### config.mk
export PLATFORM = sky130hd
export DESIGN_NAME = carry_resolve_seq
export DESIGN_NICKNAME = d
export VERILOG_FILES = /design/src/rtl/carry_resolve_pkg.sv /design/src/rtl/carry_resolve_seq_ha_vec_step.sv /design/src/rtl/carry_resolve_seq.sv
export SDC_FILE = /design/constraint.sdc
export NUM_CORES = 1
export LEC_CHECK = 0
export BUFFER_PORTS_ARGS = -buffer_cell sky130_fd_sc_hd__buf_2
export CAP_MARGIN = 25
export CORE_ASPECT_RATIO = 0.9
export CORE_MARGIN = 2
export CORE_UTILIZATION = 40
export CTS_CLUSTER_SIZE = 8
export DETAILED_ROUTE_END_ITERATION = 10
export PLACE_DENSITY = 0.61
export SLEW_MARGIN = 20
export SYNTH_ARGS = -nofsm -noshare
export SYNTH_HDL_FRONTEND = slang
export SYNTH_HIERARCHICAL = 1
export SYNTH_SLANG_ARGS = --single-unit
### constraint.sdc
create_clock -name clk -period 1.4 [get_ports clk]
set_input_delay 0.42 -clock clk [delete_from_list [all_inputs] [get_ports clk]]
set_output_delay 0.42 -clock clk [all_outputs]
set_load 0.01 [all_outputs]
### src/rtl/carry_resolve_pkg.sv
// -----------------------------------------------------------------------------
// carry_resolve_pkg
//   Shared definitions for the carry-resolving sequencer.
//   - ST_IDLE / ST_RUN / ST_DONE : FSM state encodings
//   - state_e                    : FSM state type built on those encodings
//   - ITER_W(n)                  : width of the step counter for operand width n
//                                  (must hold 0..n+1)
// -----------------------------------------------------------------------------
package carry_resolve_pkg;

  localparam logic [1:0] ST_IDLE = 2'd0;
  localparam logic [1:0] ST_RUN  = 2'd1;
  localparam logic [1:0] ST_DONE = 2'd2;

  typedef enum logic [1:0] {
    IDLE = ST_IDLE,
    RUN  = ST_RUN,
    DONE = ST_DONE
  } state_e;

  function automatic int ITER_W(input int n);
    return $clog2(n + 2);
  endfunction

endpackage

### src/rtl/carry_resolve_seq_ha_vec_step.sv
// -----------------------------------------------------------------------------
// ha_vec_step
//   One combinational half-adder step over a W-bit (sum, carry) pair.
//   The pair's arithmetic value s + c is preserved modulo 2^W.
//   Ports:
//     i_s     [W-1:0]  current partial sum
//     i_c     [W-1:0]  current carry vector (already at its bit weight)
//     o_s_nxt [W-1:0]  i_s ^ i_c
//     o_c_nxt [W-1:0]  (i_s & i_c) << 1, truncated to W bits
// -----------------------------------------------------------------------------
module ha_vec_step #(
  parameter int W = 5
) (
  input  logic [W-1:0] i_s,
  input  logic [W-1:0] i_c,
  output logic [W-1:0] o_s_nxt,
  output logic [W-1:0] o_c_nxt
);

  genvar gi;
  generate
    for (gi = 0; gi < W; gi++) begin : g_bit
      assign o_s_nxt[gi] = i_s[gi] ^ i_c[gi];
      if (gi == 0) begin : g_lsb
        assign o_c_nxt[gi] = 1'b0;
      end else begin : g_upper
        // Carry out of bit gi-1 lands at bit gi; the carry out of the
        // MSB is dropped, which is safe because the true total fits.
        assign o_c_nxt[gi] = i_s[gi-1] & i_c[gi-1];
      end
    end
  endgenerate

endmodule

### src/rtl/carry_resolve_seq.sv
// -----------------------------------------------------------------------------
// carry_resolve_seq
//   Turns a half-adder (sum, cout) vector pair into a binary N+1-bit total by
//   applying one half-adder step per clock until the carry vector is zero.
//   Single-entry, valid/ready on both sides.
//
//   Optional feature macro: CARRY_RESOLVE_ITER_EN
//     When defined, adds iter_cnt (number of steps taken) and iter_err
//     (sticky flag if the step count would exceed N+1; cleared by reset only).
//
//   Ports:
//     clk        clock, rising edge
//     rst_n      synchronous active-low reset
//     in_valid   sum_in/cout_in valid
//     in_ready   high only in IDLE
//     sum_in     [N-1:0] half-adder sum vector
//     cout_in    [N-1:0] half-adder carry vector (bit i weighs 2^(i+1))
//     out_valid  high only in DONE
//     out_ready  downstream accepts result
//     result     [N:0]   resolved total, driven from s in every state
//     iter_cnt   [ITER_W(N)-1:0] steps taken (macro only)
//     iter_err   step-bound violation, sticky (macro only)
// -----------------------------------------------------------------------------
module carry_resolve_seq
  import carry_resolve_pkg::*;
#(
  parameter int N = 4
) (
  input  logic                   clk,
  input  logic                   rst_n,
  input  logic                   in_valid,
  output logic                   in_ready,
  input  logic [N-1:0]           sum_in,
  input  logic [N-1:0]           cout_in,
  output logic                   out_valid,
  input  logic                   out_ready,
  output logic [N:0]             result
`ifdef CARRY_RESOLVE_ITER_EN
  ,
  output logic [ITER_W(N)-1:0]   iter_cnt,
  output logic                   iter_err
`endif
);

  localparam int IW = ITER_W(N);
  localparam logic [IW-1:0] ITER_MAX = IW'(N + 1);

  state_e        r_state;
  state_e        w_state_next;
  logic [N:0]    r_s;
  logic [N:0]    r_c;
  logic [IW-1:0] r_iter;
  logic [N:0]    w_s_next;
  logic [N:0]    w_c_next;
  logic [IW-1:0] w_iter_next;
  logic [N:0]    w_s_step;
  logic [N:0]    w_c_step;

  ha_vec_step #(.W(N + 1)) u_step (
    .i_s     (r_s),
    .i_c     (r_c),
    .o_s_nxt (w_s_step),
    .o_c_nxt (w_c_step)
  );

  // Next-state and datapath-next logic.
  always_comb begin
    w_state_next = r_state;
    w_s_next     = r_s;
    w_c_next     = r_c;
    w_iter_next  = r_iter;
    case (r_state)
      IDLE: begin
        if (in_valid) begin
          w_s_next     = {1'b0, sum_in};
          w_c_next     = {cout_in, 1'b0};
          w_iter_next  = '0;
          w_state_next = RUN;
        end
      end
      RUN: begin
        if (r_c == '0) begin
          w_state_next = DONE;
        end else begin
          w_s_next = w_s_step;
          w_c_next = w_c_step;
          // Counter saturates at the bound rather than wrapping, so
          // iter_cnt never reports a misleadingly small value.
          if (r_iter != ITER_MAX) begin
            w_iter_next = r_iter + IW'(1);
          end
        end
      end
      DONE: begin
        if (out_ready) begin
          w_state_next = IDLE;
        end
      end
      default: w_state_next = IDLE;
    endcase
  end

  always_ff @(posedge clk) begin
    if (!rst_n) begin
      r_state <= IDLE;
      r_s     <= '0;
      r_c     <= '0;
      r_iter  <= '0;
    end else begin
      r_state <= w_state_next;
      r_s     <= w_s_next;
      r_c     <= w_c_next;
      r_iter  <= w_iter_next;
    end
  end

  assign in_ready  = (r_state == IDLE);
  assign out_valid = (r_state == DONE);
  assign result    = r_s;

`ifdef CARRY_RESOLVE_ITER_EN
  logic r_err;

  // A step requested while the counter already sits at N+1 would exceed
  // the theoretical maximum chain length.
  always_ff @(posedge clk) begin
    if (!rst_n) begin
      r_err <= 1'b0;
    end else if (r_state == RUN && r_c != '0 && r_iter == ITER_MAX) begin
      r_err <= 1'b1;
    end
  end

  assign iter_cnt = r_iter;
  assign iter_err = r_err;
`endif

endmodule

* Yosys cells after proc, flatten, opt, wreduce, memory -nomap -nowiden
Cells that the tools add are included.
** Storage, ports and cells
- Input bits :: 12
- Output and inout bits :: 7
- Register bits :: 12
** Cells by class
- Multiplexer cells :: 10
- Reductions and logical operators :: 5
- Bitwise gates (word level) :: 9
- Eq/ne operators :: 6
** Operators with widths (number)
- $mux W5 :: 4
- $pmux W5 S2 :: 2
- $mux W2 :: 3
- $ne A2 B2 Y1 const B :: 3
- $pmux W2 S3 :: 1
- $reduce_and A3 Y1 :: 2
- $logic_not A5 Y1 :: 1
- $xor A1 B1 Y1 :: 5
- $and A1 B1 Y1 :: 4
- $eq A2 B1 Y1 const B :: 1
- $eq A2 B2 Y1 const B :: 1
- $logic_not A2 Y1 :: 1
- $ne A2 B1 Y1 const B :: 1
- $reduce_bool A2 Y1 :: 1

* Logic depth before layout (Yosys ltp)
- Depth after elaboration :: 3
- Depth in mapped cells :: 5

* Hierarchy
Netlist, hierarchy kept.
** Modules (own cells, without submodules)
- carry_resolve_seq :: times used 1, sequential area each 240.2 µm², area an instance 584.3 µm², cells each 60
- ha_vec_step :: times used 1, sequential area each 0.0 µm², area an instance 70.1 µm², cells each 7

* Worst setup path before layout
OpenSTA, ideal clock, no wires.
- Path type :: flip-flop to flip-flop
- Start point :: register r_c[2]
- End point :: register r_c[1]
- Data arrival time :: 1.159 ns
- Data required time :: 1.284 ns
- Setup slack :: 0.125 ns
- Cell stages (with the launch flop) :: 5
- Buffers on the path :: 1
- Path through :: dfxtp_1 -> nor4b_4 -> a211oi_4 -> buf_6 -> o211a_1
** On the way
- Cells in the longest elaborated chain, start to end :: 3
** RTL lines
- start: declaration :: line carry_resolve_seq.sv:51 : logic [N:0] r_c;
- start signal: assignment :: line carry_resolve_seq.sv:112 : r_c <= w_c_next;
- $logic_not A5 Y1 :: line carry_resolve_seq.sv:82 : if (r_c == '0) begin
- $ne A2 B2 Y1 (no line)
- $reduce_and A3 Y1 (no line)
Every way passes these cells.
A chain may end at the register's enable or synchronous reset.

* Worst setup path in the final report
- Start point :: register r_state[1]
- End point :: output out_valid
** On the way
- Cells in the longest elaborated chain, start to end :: 1
** RTL lines
- start: declaration :: line carry_resolve_seq.sv:48 : state_e r_state;
- start signal: assignment :: line carry_resolve_seq.sv:110 : r_state <= w_state_next;
- $eq A2 B2 Y1 :: line carry_resolve_seq.sv:118 : assign out_valid = (r_state == DONE);
- end: declaration :: line carry_resolve_seq.sv:35 : output logic out_valid,
Every way passes these cells.

==> reports/qor.csv <==
metric,value,unit
min Tclk post-route,1.33,ns
clock tree buffer depth,2,
First-pass DRT Iterations,3,
RSZ-0062 raised after global routing,no,
Area Growth Syn to Fin,26.8,%
"Distinct cells, synth",20,
clk_skew,0.00294,ns
Die ar.,1980,um^2
"Req. time, crit path",0.98,ns
Core Box Area,1500,um^2
Sw Share,32.7,%
Synth Register Bits,12,
Worst-path clk slew,0.07,ns
crit path launch type,flip-flop,
Clock H-tree levels,1,
Post-synth EDFFs,0,
"Hold Vio Cnt, Final",0,
"count leader, synth",nand2_1,
placed cells,106,
Synthesis Warnings,6,
Synth top area share,36.7,%
outcome,finished clean,
CP cell instances,inv_1 > nor2_2 > buf_2,
Syn Area/Cell,9.77,um^2
post-synthesis sequential area ratio,36.7,%
Max-cap violations,0,
largest net degree at the start of global routing,20,
fill count,146,
max frequency,750,MHz
TNS Setup,0,ns
first-pass GRT wire length,2200,um
VDD IR max,0.000791,V
Core Rows,13,
Commonest cells post-synth,"14 x nand2_1, 12 x dfxtp_1, 8 x mux2i_1, 8 x o211a_1",
CTS tree,yes,
Final setup viols,0,
Hold Path Class,in2reg,
width of the chip,46.6,um
total track usage,15.6,%
total gr overflow,0,
CP max stage delay,0.36,ns
leak pwr,0.000456,uW
drt total wl,1290,um
DRC Markers,0,
P_sw,373,uW
final non-filler cell total,111,
diodes inserted,0,
clk_lat worst skew,0.27,ns
Cells after Synth,67,
die span in y,42.4,um
Vias/cell,4.84,
Seq pwr share,40.3,%
Comb pwr share,35.3,%
DR WL/cell,11.6,um
HPWL Detailed,931,um
top post-synthesis cells by area,"dfxtp_1 37%, mux2i_1 12%, o211a_1 12%",
Num CTS Buffers,3,
CP arrival,0.91,ns
Max Slew Vio Count,0,
synthesized area,654,um^2
Nets,106,
asr flop ratio synth,0,%
antenna violations before repair,0,
number of port buffers,18,
Power per Cell Area,1380,nW/um^2
CP max-delay cell,dfxtp_4,
Clk pwr share,24.4,%
drt initial violations,1,
Mapped Nets,83,
CP max FO,4,
critical path capture point type,output pin,
WP buf/inv,2,
Critical Path Start,r_state[1],
GPL Wtd Cong,0.712,
total number of vias,537,
reg-to-reg critical path startpoint,r_c[2],
Clock Sinks,12,
HP Start,out_ready,
vias in the first global route,511,
"CP delay by family, top",flip-flops,
CTS Root Cell,clkbuf_4,
Synth Flop Type,dfxtp_1,
leading area contributor after synthesis,dfxtp_1,
# IOs,19,
Final ANT Viol Nets,0,
Pint,769,uW
Starting Density,43.7,%
Final Cycle Share,95.3,%
Crit Path Category,reg2out,
share of cells above drive strength 1,33.7,%
==> worst register-to-register path: stages (launching register included) <==
cell and delay (ns):
dfxtp_1 0.37, nor4b_4 0.37, a211oi_4 0.11, buf_12 0.17
o211a_1 0.20
==> metal layers <==
metal | up-vias | share of wire (%) | GRT usage (%)
met1 | 241 | 47 | 19.5
met2 | 15 | 46 | 23.9
met5 | - | 0 | 0
li1 | 278 | - | -
met3 | 3 | 6.1 | 7.76
met4 | 0 | 0.85 | 3.33
==> timing repair <==
action | in CTS | in global routing
setup buffers | 0 | 1
pin swaps | 1 | 0
resized for setup | 2 | 1
hold buffers | 0 | 0
endpoints found under the setup margin | 1 | 1
==> cells by family after synthesis <==
group | count (synthesis) | share of synthesized area [%]
adders and majority gates | 4 | 7.65
other | 1 | 0.573
muxes | 8 | 12.2
xor gates and xnor gates | 1 | 1.34
and+or+nand+nor | 23 | 17.6
buffers and inverters | 6 | 5.35
AOI/OAI and AO/OA | 12 | 18.5
DFF | 12 | 36.7
==> layout make-up <==
class | instances | area (um^2) | area share (%)
flip-flops and latches | 12 | 244 | 29.4
repair buffers | 22 | 133 | 16.0
multi-input cells | 49 | 382 | 46.0
well taps | 22 | 27.5 | 3.32
clock buffers | 4 | 36.3 | 4.37
inverters | 2 | 7.51 | 0.905
==> final timing paths <==
check	cells past startpoint	end	slack, ns
min reg2reg	2	result[4]	0.50
max	3	out_valid	0.07
max reg2reg	4	result[3]	0.07
min	4	r_state[1]	0.48
==> registers in the layout, indices dropped and copies added, names as in the netlist <==
name,cells
r_c,5
r_state,2
result,5
==> power groups by stage <==
| stage | sequential (uW) | clock [uW] | combinational (uW) |
|---|---|---|---|
| detailed placement | 470 | 0 | 402 |
| CTS | 463 | 290 | 402 |
| floorplan | 473 | 0 | 266 |
| global placement | 467 | 0 | 392 |
| finish | 460 | 278 | 404 |
| global route | 470 | 310 | 449 |
==> cell usage in the layout (no fill, tap or decap), types with 2 or more instances in the layout <==
cell type	count
ha_1	4
inv_1	2
o22ai_1	2
dfxtp_1	11
buf_4	3
o211a_1	8
nor2b_1	2
nand2_1	14
nor2_1	3
buf_2	18
mux2i_1	8
clkbuf_4	3
==> per-stage QoR <==
step / instance area, um^2 / total power [uW] / setup slack [ns] / utilization (%) / hold slack, ns
floorplan: 654 / 739 / 0.125 / - / 0.497
global placement: 779 / 859 / 0.119 / 52.1 / 0.484
detailed placement: 779 / 872 / 0.0768 / 52.1 / 0.489
CTS: 820 / 1160 / 0.00367 / 54.8 / 0.471
global route: 830 / 1230 / 0.00105 / 55.4 / 0.480
finish: 830 / 1140 / 0.0662 / 55.4 / 0.478
No activity file was read; power rests on OpenSTA's default activity.
